File: src/rtl/prefetch_pkg.sv
// Shared definitions for the instruction prefetch queue: halfword width,
// compressed-instruction detection and pointer width helpers.
`ifndef RISCV_WORD_WIDTH
`define RISCV_WORD_WIDTH 32
`endif

package prefetch_pkg;

    localparam int HALF_WIDTH = 16;

    // Length tag of a full 32-bit instruction in the low two bits of its first halfword
    localparam logic [HALF_WIDTH-1:0] FULL_LEN_MASK = 16'h0003;

    // A halfword starts a compressed instruction unless its low two bits are both set
    function automatic logic is_compressed(input logic [HALF_WIDTH-1:0] half);
        logic [HALF_WIDTH-1:0] tag_s;
        tag_s = half & FULL_LEN_MASK;
        return (tag_s != FULL_LEN_MASK);
    endfunction

    // Word write pointer width: ring index bits plus one wrap bit
    function automatic int ptr_w(input int depth_words);
        return $clog2(depth_words) + 1;
    endfunction

    // Halfword read pointer width: ring index bits plus one wrap bit
    function automatic int rd_ptr_w(input int depth_words);
        return $clog2(2 * depth_words) + 1;
    endfunction

endpackage

File: src/rtl/prefetch_fifo_ring.sv
// Halfword ring storage: one whole-word write port, two combinational
// halfword read ports. Indices wrap naturally through their width.
module halfword_ring
    import prefetch_pkg::*;
#(
    parameter int DEPTH_HALVES = 8,
    localparam int IDX_W = $clog2(DEPTH_HALVES)
) (
    input  logic                    clk,
    input  logic                    wr_en,
    input  logic [IDX_W-2:0]        wr_word_idx,
    input  logic [2*HALF_WIDTH-1:0] wr_word,
    input  logic [IDX_W-1:0]        rd_idx0,
    input  logic [IDX_W-1:0]        rd_idx1,
    output logic [HALF_WIDTH-1:0]   rd_half0,
    output logic [HALF_WIDTH-1:0]   rd_half1
);

    logic [HALF_WIDTH-1:0] slots_r [DEPTH_HALVES];

    // Store a fetched word: low half at the even slot, high half at the odd slot
    always_ff @(posedge clk) begin
        if (wr_en) begin
            slots_r[{wr_word_idx, 1'b0}] <= wr_word[HALF_WIDTH-1:0];
            slots_r[{wr_word_idx, 1'b1}] <= wr_word[2*HALF_WIDTH-1:HALF_WIDTH];
        end
    end

    assign rd_half0 = slots_r[rd_idx0];
    assign rd_half1 = slots_r[rd_idx1];

endmodule

File: src/rtl/prefetch_fifo.sv
// Instruction prefetch queue: accepts fetch words, presents one aligned
// (32-bit or compressed) instruction per cycle to decode, supports flush
// with a halfword-aligned restart.
module prefetch_fifo
    import prefetch_pkg::*;
#(
    parameter int DEPTH_WORDS = 4,
    parameter int WORD_WIDTH  = `RISCV_WORD_WIDTH,
    localparam int CNT_W      = $clog2(2 * DEPTH_WORDS) + 1
) (
    input  logic                  clk,
    input  logic                  rst_n,
    input  logic                  flush,
    input  logic                  flush_half,
    input  logic                  wr_valid,
    input  logic [WORD_WIDTH-1:0] wr_data,
    output logic                  wr_ready,
    output logic                  rd_valid,
    input  logic                  rd_ready,
    output logic [31:0]           rd_instr,
    output logic                  rd_compressed,
    output logic [CNT_W-1:0]      count_half
);

    localparam int PTR_W    = ptr_w(DEPTH_WORDS);
    localparam int RD_PTR_W = rd_ptr_w(DEPTH_WORDS);
    localparam int IDX_W    = RD_PTR_W - 1;

    // Highest fill level that still leaves room for a whole word
    localparam logic [RD_PTR_W-1:0] WR_LIMIT = RD_PTR_W'(2 * DEPTH_WORDS - 2);

    logic [PTR_W-1:0]      wr_ptr_r;
    logic [RD_PTR_W-1:0]   rd_ptr_r;
    logic                  skip_r;

    logic [PTR_W-1:0]      wr_ptr_nxt_s;
    logic [RD_PTR_W-1:0]   rd_ptr_nxt_s;
    logic                  skip_nxt_s;

    logic [RD_PTR_W-1:0]   count_s;
    logic [HALF_WIDTH-1:0] head_half_s;
    logic [HALF_WIDTH-1:0] next_half_s;
    logic                  head_c_s;
    logic                  rd_valid_s;
    logic                  wr_ready_s;
    logic                  wr_fire_s;
    logic                  rd_fire_s;
    logic [IDX_W-1:0]      head_idx_s;
    logic [IDX_W-1:0]      next_idx_s;

    halfword_ring #(
        .DEPTH_HALVES (2 * DEPTH_WORDS)
    ) u_ring (
        .clk         (clk),
        .wr_en       (wr_fire_s),
        .wr_word_idx (wr_ptr_r[PTR_W-2:0]),
        .wr_word     (wr_data),
        .rd_idx0     (head_idx_s),
        .rd_idx1     (next_idx_s),
        .rd_half0    (head_half_s),
        .rd_half1    (next_half_s)
    );

    // Occupancy and handshake status, derived only from registered state
    always_comb begin
        count_s    = {wr_ptr_r, 1'b0} - rd_ptr_r;
        head_idx_s = rd_ptr_r[IDX_W-1:0];
        next_idx_s = rd_ptr_r[IDX_W-1:0] + IDX_W'(1);
        head_c_s   = is_compressed(head_half_s);
        wr_ready_s = (count_s <= WR_LIMIT);
        if (count_s >= RD_PTR_W'(2)) begin
            rd_valid_s = 1'b1;
        end else if (count_s == RD_PTR_W'(1)) begin
            rd_valid_s = head_c_s;
        end else begin
            rd_valid_s = 1'b0;
        end
        wr_fire_s = wr_valid && wr_ready_s;
        rd_fire_s = rd_valid_s && rd_ready;
    end

    // Next pointer / skip state: flush wins, a pending skip drops the first low half
    always_comb begin
        wr_ptr_nxt_s = wr_ptr_r;
        rd_ptr_nxt_s = rd_ptr_r;
        skip_nxt_s   = skip_r;
        if (flush) begin
            wr_ptr_nxt_s = {PTR_W{1'b0}};
            rd_ptr_nxt_s = {RD_PTR_W{1'b0}};
            skip_nxt_s   = flush_half;
        end else begin
            if (wr_fire_s) begin
                wr_ptr_nxt_s = wr_ptr_r + PTR_W'(1);
            end else begin
                wr_ptr_nxt_s = wr_ptr_r;
            end
            if (wr_fire_s && skip_r) begin
                rd_ptr_nxt_s = RD_PTR_W'(1);
                skip_nxt_s   = 1'b0;
            end else if (rd_fire_s) begin
                rd_ptr_nxt_s = rd_ptr_r + (head_c_s ? RD_PTR_W'(1) : RD_PTR_W'(2));
            end else begin
                rd_ptr_nxt_s = rd_ptr_r;
            end
        end
    end

    // Pointer and skip registers
    always_ff @(posedge clk or negedge rst_n) begin
        if (!rst_n) begin
            wr_ptr_r <= {PTR_W{1'b0}};
            rd_ptr_r <= {RD_PTR_W{1'b0}};
            skip_r   <= 1'b0;
        end else begin
            wr_ptr_r <= wr_ptr_nxt_s;
            rd_ptr_r <= rd_ptr_nxt_s;
            skip_r   <= skip_nxt_s;
        end
    end

    // Head instruction presentation, forced to zero while nothing is valid
    always_comb begin
        if (!rd_valid_s) begin
            rd_instr      = 32'h0000_0000;
            rd_compressed = 1'b0;
        end else if (head_c_s) begin
            rd_instr      = {16'h0000, head_half_s};
            rd_compressed = 1'b1;
        end else begin
            rd_instr      = {next_half_s, head_half_s};
            rd_compressed = 1'b0;
        end
    end

    assign rd_valid   = rd_valid_s;
    assign wr_ready   = wr_ready_s;
    assign count_half = count_s;

endmodule

File: config.mk
export PLATFORM = sky130hd
export DESIGN_NAME = prefetch_fifo
export DESIGN_NICKNAME = d
export VERILOG_FILES = /design/src/rtl/prefetch_pkg.sv /design/src/rtl/prefetch_fifo_ring.sv /design/src/rtl/prefetch_fifo.sv
export SDC_FILE = /design/constraint.sdc
export NUM_CORES = 1
export LEC_CHECK = 0
export ABC_AREA = 1
export ABC_CLOCK_PERIOD_IN_PS = 3900
export BUFFER_PORTS_ARGS = -buffer_cell sky130_fd_sc_hd__buf_4
export CAP_MARGIN = 10
export CORE_AREA = 2 2 118 120
export DETAILED_ROUTE_END_ITERATION = 6
export DIE_AREA = 0 0 120 122
export PLACE_DENSITY_LB_ADDON = 0.15
export SYNTH_ARGS = -nofsm -noshare
export SYNTH_HDL_FRONTEND = slang
export SYNTH_SLANG_ARGS = --single-unit
File: constraint.sdc
create_clock -name clk -period 3.9 [get_ports clk]
set_input_delay 0.585 -clock clk [delete_from_list [all_inputs] [get_ports clk]]
set_output_delay 0.585 -clock clk [all_outputs]
set_load 0.01 [all_outputs]
==> results of run 1 <==
## worst max-delay path, delay by kind of cell, from the launching register on
family,cells,cell delay [ps]
compound gates,2,310
buf+inv,2,580
fa+ha+maj,1,280
simple gates,1,110
xor+xnor,1,710
flops,1,600
## state kept, by name, summed over array words and instances, names as in the netlist
register        cells
rd_ptr_r            4
wr_ptr_r            3
skip_r              1
u_ring.slots_r    128
## logic make-up after synthesis
logic type	after synthesis	synth area share
AND/OR/NAND/NOR	286	0.166
buffers and inverters	90	0.0550
AO/OA/AOI/OAI	192	0.167
adder cells (fa/ha/maj)	13	0.0254
XOR/XNOR	7	0.00876
flip-flops	136	0.578
## final cells by class
class | instances | area [um2]
multi-input cells | 498 | 2610
clock inverters | 15 | 185
clock buffers | 17 | 425
fillers | 1086 | 5110
inverters | 37 | 143
well taps | 180 | 225
repair buffers | 95 | 753
flip-flops and latches | 136 | 4050
## metal layers
metal / vias to the layer above / wire length, um / GRT usage
li1: 2689 / - / -
met1: 2748 / 7600 / 0.325
met2: 285 / 8720 / 0.424
met3: 51 / 1360 / 0.0590
met4: 0 / 511 / 0.125
met5: - / 0 / 0
## per-stage QoR
step,setup slack [ps],TNS [ps]
CTS,327,0
global route,148,0
detailed placement,778,0
finish,297,0
floorplan,-111,-14220
global placement,784,0
## timing repair
item,in CTS,in global routing
gates resized for setup,0,0
endpoints found under the hold margin,8,0
hold buffers,1,0
## synthesized netlist by cell type, types with 2 or more instances
cell type | instances | area [um2]
nand2_1 | 135 | 507
edfxtp_1 | 128 | 3840
nor2_1 | 106 | 398
o21ai_0 | 78 | 390
a21oi_1 | 55 | 275
inv_1 | 35 | 131
clkbuf_1 | 27 | 101
buf_2 | 18 | 90.1
nand3_1 | 18 | 90.1
nor3_1 | 16 | 80.1
a22oi_1 | 14 | 105
a32o_1 | 14 | 140
o221ai_1 | 14 | 123
o31ai_1 | 14 | 105
ha_1 | 11 | 138
dfrtp_1 | 8 | 200
xnor2_1 | 5 | 43.8
buf_1 | 4 | 15.0
nand4_1 | 4 | 25.0
a31oi_1 | 2 | 12.5
buf_4 | 2 | 15.0
buf_6 | 2 | 22.5
fa_1 | 2 | 40.0
nand2_4 | 2 | 22.5
nor3b_1 | 2 | 15.0
xor2_1 | 2 | 17.5
## power by group
group / internal [W] / total (W) / leakage, nW / switching (W)
clock: 0.000970 / 0.00163 / 0.295 / 0.000659
sequential: 0.00191 / 0.00207 / 1.27 / 0.000162
combinational: 0.00154 / 0.00415 / 1.77 / 0.00261
## worst paths after layout
check / depth (start not counted) / slack, ps / start / endpoint
setup / recovery: 7 / 300 / rd_ptr_r[0]$_DFFE_PN0P_ / rd_instr[31]
hold / removal: 1 / 370 / wr_data[3] / u_ring.slots_r[2][3]$_DFFE_PP_
setup reg to reg: 12 / 750 / rd_ptr_r[1]$_DFFE_PN0P_ / u_ring.slots_r[1][3]$_DFFE_PP_
hold reg to reg: 2 / 500 / skip_r$_DFFE_PN0P_ / skip_r$_DFFE_PN0P_
max in group asynchronous: 2 / 3220 / rst_n / rd_ptr_r[0]$_DFFE_PN0P_
min in group asynchronous: 2 / 520 / rst_n / skip_r$_DFFE_PN0P_
==> impl_metrics.env, run 1 <==
export IMPL_period_share=0.924
export IMPL_post_dp_cell_area_um2=7770
export IMPL_routed_via_count=5773
export IMPL_grt_pass1_vias=5852
export IMPL_p_leak_nw=3.33
export IMPL_period_needed_ps=3600
export IMPL_cp_data_required_time_ps=3310
export IMPL_critPathMaxFanout=28
export IMPL_dp_cells=945
export IMPL_syn_avg_cell_area_um2=9.67
export IMPL_crit_type="reg -> out"
export IMPL_area_growth_pct=19.8
export IMPL_vias_per_cell=5.90
export IMPL_timing_hold_ws_ps=367
export IMPL_post_cts_setup_buffer_count=0
export IMPL_cts_made_buffers=17
export IMPL_die_y_um=122
export IMPL_ir_worst_vdd_mv=0.533
export IMPL_first_pass_iters=5
export IMPL_grt_pass1_wl_mm=28.8
export IMPL_final_util=0.621
export IMPL_grt_overflow=0
export IMPL_synth_area_um2=7000
export IMPL_synth_edf_count=128
export IMPL_cts_root_buf="clkbuf_16"
export IMPL_diodes=0
export IMPL_power_density_nw_per_um2=937
export IMPL_crit_path_frequent_cell="buf_4"
export IMPL_worstMarginPinSlew_ps=911
export IMPL_cts_path_max_buffers=2
export IMPL_drv_slew=0
export IMPL_hold_class="in -> reg"
export IMPL_cts_tree="yes"
export IMPL_start_kind="flop"
export IMPL_drtIter0Drc=590
export IMPL_crit_path_end_kind="output port"
export IMPL_clkTransAtPathRegs_ps=60
export IMPL_clkSinkCount=136
export IMPL_portBuffers=76
export IMPL_track_usage=0.258
export IMPL_grt_max_degree=75
export IMPL_status="finished, final reports clean"
export IMPL_gp_congestion=0.913
export IMPL_max_freq_ghz=0.278
export IMPL_ys_seq_elements=136
export IMPL_slowest_stage="xnor2_2"
export IMPL_cp_slowest_stage_delay_ps=710
export IMPL_yosysWarnings=0
export IMPL_final_common_cell="nand2_1"
export IMPL_final_nets=836
export IMPL_grt_antenna_before_repair=0
export IMPL_wl_per_cell_um=18.6
export IMPL_path_cells="ha_1 > xnor2_2 > buf_4 > o221ai_1 > o31ai_1 > nor3_1 > buf_4"
export IMPL_dp_hpwl_mm=11.4
export IMPL_synthArstFlopShare=0.0588
export IMPL_ys_seq_area_frac=0.578
export IMPL_drv_cap=0
export IMPL_fp_row_count=43
export IMPL_antenna_left=0
export IMPL_hold_violations=0
export IMPL_crit_arrival_ps=3020
export IMPL_power_w=0.00786
export IMPL_slew_headroom=0.390
export IMPL_core_area_um2=13500
export IMPL_drive_above_1_share=0.174
export IMPL_clk_latency_ps=420
export IMPL_fp_dieW_um=120
export IMPL_synthesis_instances=724
export IMPL_dieArea_um2=14600
export IMPL_start_util=0.518
export IMPL_drc=0
export IMPL_skew_ps=6.72
export IMPL_yosysUniqueCellTypes=32
export IMPL_layout_common_cells="nand2_1, edfxtp_1, nor2_1"
export IMPL_synth_nets=775
export IMPL_rsz0062_at_grt="false"
export IMPL_wl_mm=18.2
export IMPL_io_pins=77
export IMPL_final_cell_area_um2=8390
export IMPL_stdcell_count=978
export IMPL_finalSetupViolations=0
export IMPL_ys_flop_type="edfxtp_1"
export IMPL_htree_levels=4
Note: power is estimated with default switching activity, not from simulation.
==> run 2: changes to the inputs <==
ABC_CLOCK_PERIOD_IN_PS = 3800   (was 3900)
CORE_AREA = 2 2 112 114   (was 2 2 118 120)
CTS_CLUSTER_SIZE = 30   (was default)
DIE_AREA = 0 0 114 116   (was 0 0 120 122)
clock period = 3.8 ns   (was 3.9 ns; I/O delays follow)
==> impl_metrics.env, run 2 (synthesis gave the netlist of run 1 again) <==
export IMPL_wl_mm=18.9
export IMPL_place_ws_ps=403
export IMPL_period_needed_ps=3660
export IMPL_final_cell_area_um2=8500
export IMPL_crit_arrival_ps=3090
export IMPL_core_area_um2=11900
export IMPL_clk_latency_ps=420
export IMPL_reg_top3="u_ring.slots_r x128, rd_ptr_r x4, wr_ptr_r x3"
export IMPL_grt_overflow=0
export IMPL_clkSinkCount=136
export IMPL_wl_per_cell_um=19.8
export IMPL_p_leak_nw=3.41
export IMPL_grt_pass1_wl_mm=29.5
export IMPL_dieArea_um2=13200
export IMPL_cp_data_required_time_ps=3230
export IMPL_drv_cap=0
export IMPL_portBuffers=76
export IMPL_drv_slew=0
export IMPL_grt_max_degree=97
export IMPL_cts_tree="yes"
export IMPL_ir_worst_vdd_mv=0.517
export IMPL_top_register="u_ring.slots_r"
export IMPL_post_dp_cell_area_um2=7740
export IMPL_first_pass_iters=5
export IMPL_layout_setup_ws_ps=138
export IMPL_dp_hpwl_mm=11.5
export IMPL_final_common_cell="nand2_1"
export IMPL_hold_class="in -> reg"
export IMPL_skew_ps=6.38
export IMPL_start_util=0.588
export IMPL_track_usage=0.296
export IMPL_period_share=0.964
export IMPL_htree_levels=4
export IMPL_critPathMaxFanout=12
export IMPL_io_pins=77
export IMPL_status="finished, final reports clean"
export IMPL_layout_common_cells="nand2_1, edfxtp_1, nor2_1"
export IMPL_slew_headroom=0.434
export IMPL_cts_root_buf="clkbuf_16"
export IMPL_diodes=0
export IMPL_final_nets=846
export IMPL_dp_cells=914
export IMPL_routed_via_count=6015
export IMPL_start_kind="flop"
export IMPL_finalSetupViolations=0
export IMPL_max_freq_ghz=0.273
export IMPL_area_growth_pct=21.4
export IMPL_ff2ff_setup_slack_ps=490
export IMPL_crit_type="reg -> out"
export IMPL_grt_antenna_before_repair=0
export IMPL_worstMarginPinSlew_ps=848
export IMPL_gp_congestion=0.865
export IMPL_cts_made_buffers=17
export IMPL_drive_above_1_share=0.183
export IMPL_fp_dieW_um=114
export IMPL_fp_row_count=40
export IMPL_vias_per_cell=6.30
export IMPL_crit_path_end_kind="output port"
export IMPL_drc=0
export IMPL_cts_path_max_buffers=2
export IMPL_stdcell_count=955
export IMPL_die_y_um=116
export IMPL_antenna_left=0
export IMPL_power_density_nw_per_um2=992
export IMPL_drtIter0Drc=850
export IMPL_largest_reg_flops=128
export IMPL_grt_pass1_vias=5900
export IMPL_clkTransAtPathRegs_ps=60
export IMPL_hold_violations=0
==> run 2: cell types whose count changed in the layout (fill, tap and decap cells not counted) <==
cell / change
buf_12: +1
nand2_2: +1
clkbuf_1: +1
buf_6: +2
buf_4: +7
inv_6: -3
clkinv_2: +1
nand2_1: -1
clkinv_1: +2
clkinv_4: +1
bufinv_16: +4
inv_8: -4
inv_1: -1
clkinv_8: -1
==> run 2: final timing paths <==
kind,startpoint,cells after the start,end
min in group asynchronous,rst_n,2,skip_r$_DFFE_PN0P_
setup reg to reg,rd_ptr_r[1]$_DFFE_PN0P_,12,u_ring.slots_r[0][10]$_DFFE_PP_
hold reg to reg,skip_r$_DFFE_PN0P_,2,skip_r$_DFFE_PN0P_
hold / removal,flush_half,3,skip_r$_DFFE_PN0P_
max in group asynchronous,rst_n,2,rd_ptr_r[0]$_DFFE_PN0P_
setup / recovery,rd_ptr_r[1]$_DFFE_PN0P_,13,rd_instr[21]
==> run 2: timing repair <==
item                       CTS  global route
gates resized for setup      1             3
hold endpoints to repair     8             0
setup endpoints to repair   16            23
hold buffers                 1             0
setup buffers                0             7
pin swaps                    0             1
==> run 2: through the flow <==
step | utilization | setup TNS, ps | hold slack (ps) | power, W
6_report | 0.714 | 0 | 348 | 0.00843
5_1_grt | 0.714 | -6.08 | 340 | 0.00892
4_1_cts | 0.706 | 0 | 339 | 0.00826
3_5_place_dp | 0.650 | 0 | 398 | 0.00639
3_3_place_gp | 0.650 | 0 | 396 | 0.00622
2_1_floorplan | - | -27020 | 274 | 0.00478
==> run 2: cell type report <==
type                            instances  area [um2]
Clock inverter                         14         228
Timing Repair Buffer                  105         848
Sequential cell                       136        4050
Inverter                               37         150
Tap cell                              147         184
Fill cell                             813        3410
Clock buffer                           18         429
Multi-Input combinational cell        498        2610
==> run 2: per-layer routing <==
metal,vias to the layer above,routed length [um],track usage
met2,370,9190,0.476
met5,-,0,0
met4,0,493,0.143
li1,2709,-,-
met1,2880,7310,0.375
met3,56,1930,0.0790
==> run 2: power by group <==
part | switching, W | leakage [nW] | total [W] | internal (W)
sequential | 0.000169 | 1.27 | 0.00213 | 0.00196
clock | 0.000614 | 0.319 | 0.00184 | 0.00122
combinational | 0.00275 | 1.82 | 0.00446 | 0.00172
total | 0.00353 | 3.41 | 0.00843 | 0.00490
==> run 2: critical path, stage by stage (launching register included) <==
cell,delay (ps)
dfrtp_1,370
buf_4,270
clkinvlp_4,300
ha_1,390
nand3_1,120
nand2_1,70
nand2_1,70
nand2_1,80
inv_1,170
nor2_4,80
buf_12,130
buf_4,170
nor3_1,250
buf_4,180
==> run 3: changes to the inputs <==
CORE_AREA = 2 2 171 173   (was 2 2 112 114)
DIE_AREA = 0 0 173 175   (was 0 0 114 116)
TNS_END_PERCENT = 100   (was default)
==> impl_metrics.env, run 3 (synthesis gave the netlist of run 1 again) <==
export IMPL_status="finished, final reports clean"
export IMPL_grt_overflow=0
export IMPL_clkTransAtPathRegs_ps=70
export IMPL_wl_per_cell_um=17.9
export IMPL_diodes=0
export IMPL_p_leak_nw=3.36
export IMPL_cp_buffers_inverters=4
export IMPL_grt_pass1_vias=5369
export IMPL_first_pass_iters=5
export IMPL_clkSinkCount=136
export IMPL_fp_dieW_um=173
export IMPL_layout_common_cells="nand2_1, edfxtp_1, nor2_1"
export IMPL_io_pins=77
export IMPL_grt_max_degree=63
export IMPL_routed_via_count=5512
export IMPL_path_cells="ha_1 > buf_4 > inv_1 > buf_4 > o21ai_0 > o221ai_1 > o31ai_1 > nor3_1 > buf_4"
export IMPL_grt_pass1_wl_mm=32.6
export IMPL_power_w=0.00831
export IMPL_track_usage=0.144
export IMPL_drv_cap=0
export IMPL_start_util=0.247
export IMPL_dieArea_um2=30300
export IMPL_crit_path_end_kind="output port"
export IMPL_dp_hpwl_mm=13.8
export IMPL_wl_mm=21.2
export IMPL_power_density_nw_per_um2=958
export IMPL_critPathTopFamily="buffers and inverters"
export IMPL_crit_type="reg -> out"
export IMPL_cts_path_max_buffers=2
export IMPL_die_y_um=175
export IMPL_ir_worst_vdd_mv=0.366
export IMPL_rr_worst_depth=10
export IMPL_cts_made_buffers=17
export IMPL_cp_data_required_time_ps=3230
export IMPL_max_freq_ghz=0.279
export IMPL_top_register="u_ring.slots_r"
export IMPL_tns_ps=0
export IMPL_clk_latency_ps=420
export IMPL_portBuffers=76
export IMPL_gp_congestion=0.716
export IMPL_period_share=0.944
export IMPL_start_kind="flop"
export IMPL_period_needed_ps=3590
export IMPL_slowest_stage="dfrtp_4"
export IMPL_hold_violations=0
export IMPL_hold_depth=3
export IMPL_grt_antenna_before_repair=0
export IMPL_crit_arrival_ps=3020
export IMPL_area_growth_pct=23.9
export IMPL_htree_levels=4
export IMPL_drive_above_1_share=0.181
export IMPL_reg_top3="u_ring.slots_r x128, rd_ptr_r x4, wr_ptr_r x3"
export IMPL_finalSetupViolations=0
export IMPL_core_area_um2=28400
export IMPL_worstMarginPinSlew_ps=667
export IMPL_cts_resized_gates=0
export IMPL_skew_ps=11.0
export IMPL_drtIter0Drc=352
export IMPL_final_nets=843
export IMPL_rsz0062_at_grt="false"
export IMPL_critPathMaxFanout=18
export IMPL_drc=0
export IMPL_drv_slew=0
export IMPL_cp_depth=9
export IMPL_cp_slowest_stage_delay_ps=550
export IMPL_vias_per_cell=4.64
export IMPL_antenna_left=0
export IMPL_largest_reg_flops=128
export IMPL_final_common_cell="nand2_1"
export IMPL_slew_headroom=0.555
export IMPL_cts_tree="yes"
export IMPL_crit_path_frequent_cell="buf_4"
export IMPL_cts_root_buf="clkbuf_16"
export IMPL_hold_class="in -> reg"
export IMPL_fp_row_count=62
==> run 3: where the power goes <==
group	leakage [nW]	internal (W)	switching, W
registers	1.27	0.00196	0.000140
logic	1.80	0.00164	0.00284
clock network	0.297	0.00105	0.000691
total	3.36	0.00465	0.00367
==> run 3: tightest hold or removal path, delay by kind of cell <==
family        cells  cell delay [ps]
simple gates      2               90
buf+inv           1               80
==> run 3: path summary, 6_finish.rpt <==
kind,endpoint,start,slack (ps)
setup / recovery,rd_instr[26],rd_ptr_r[0]$_DFFE_PN0P_,210
hold / removal,skip_r$_DFFE_PN0P_,flush_half,350
setup reg to reg,u_ring.slots_r[7][0]$_DFFE_PP_,rd_ptr_r[2]$_DFFE_PN0P_,830
hold reg to reg,skip_r$_DFFE_PN0P_,skip_r$_DFFE_PN0P_,520
max in group asynchronous,rd_ptr_r[0]$_DFFE_PN0P_,rst_n,3140
min in group asynchronous,rd_ptr_r[3]$_DFFE_PN0P_,rst_n,510
==> run 3: layout make-up <==
| type | count | area (um2) |
|---|---|---|
| Fill cell | 3003 | 19700 |
| Sequential cell | 136 | 4050 |
| Multi-Input combinational cell | 498 | 2610 |
| Timing Repair Buffer | 102 | 781 |
| Tap cell | 384 | 480 |
| Clock buffer | 17 | 425 |
| Clock inverter | 15 | 191 |
| Inverter | 37 | 143 |
==> run 3: metal layers <==
layer	track usage	part of all wire
met5	0	0
met2	0.231	0.46
met4	0.0431	0.012
met3	0.0237	0.040
met1	0.199	0.48
==> run 3: timing repair <==
| item | 4_1_cts | 5_1_grt |
|---|---|---|
| hold buffers | 1 | 0 |
| setup buffers | 0 | 0 |
| hold endpoints to repair | 8 | 0 |
==> run 3: stage by stage <==
stage	area [um2]	hold WS, ps	setup slack (ps)	utilization	cells
after floorplan	7000	274	-211	-	724
after global placement	8050	406	524	0.284	1156
after detailed placement	8050	403	648	0.284	1156
after CTS	8680	333	157	0.306	1189
after global routing	8680	338	22.6	0.306	1189
final	8680	348	212	0.306	1189
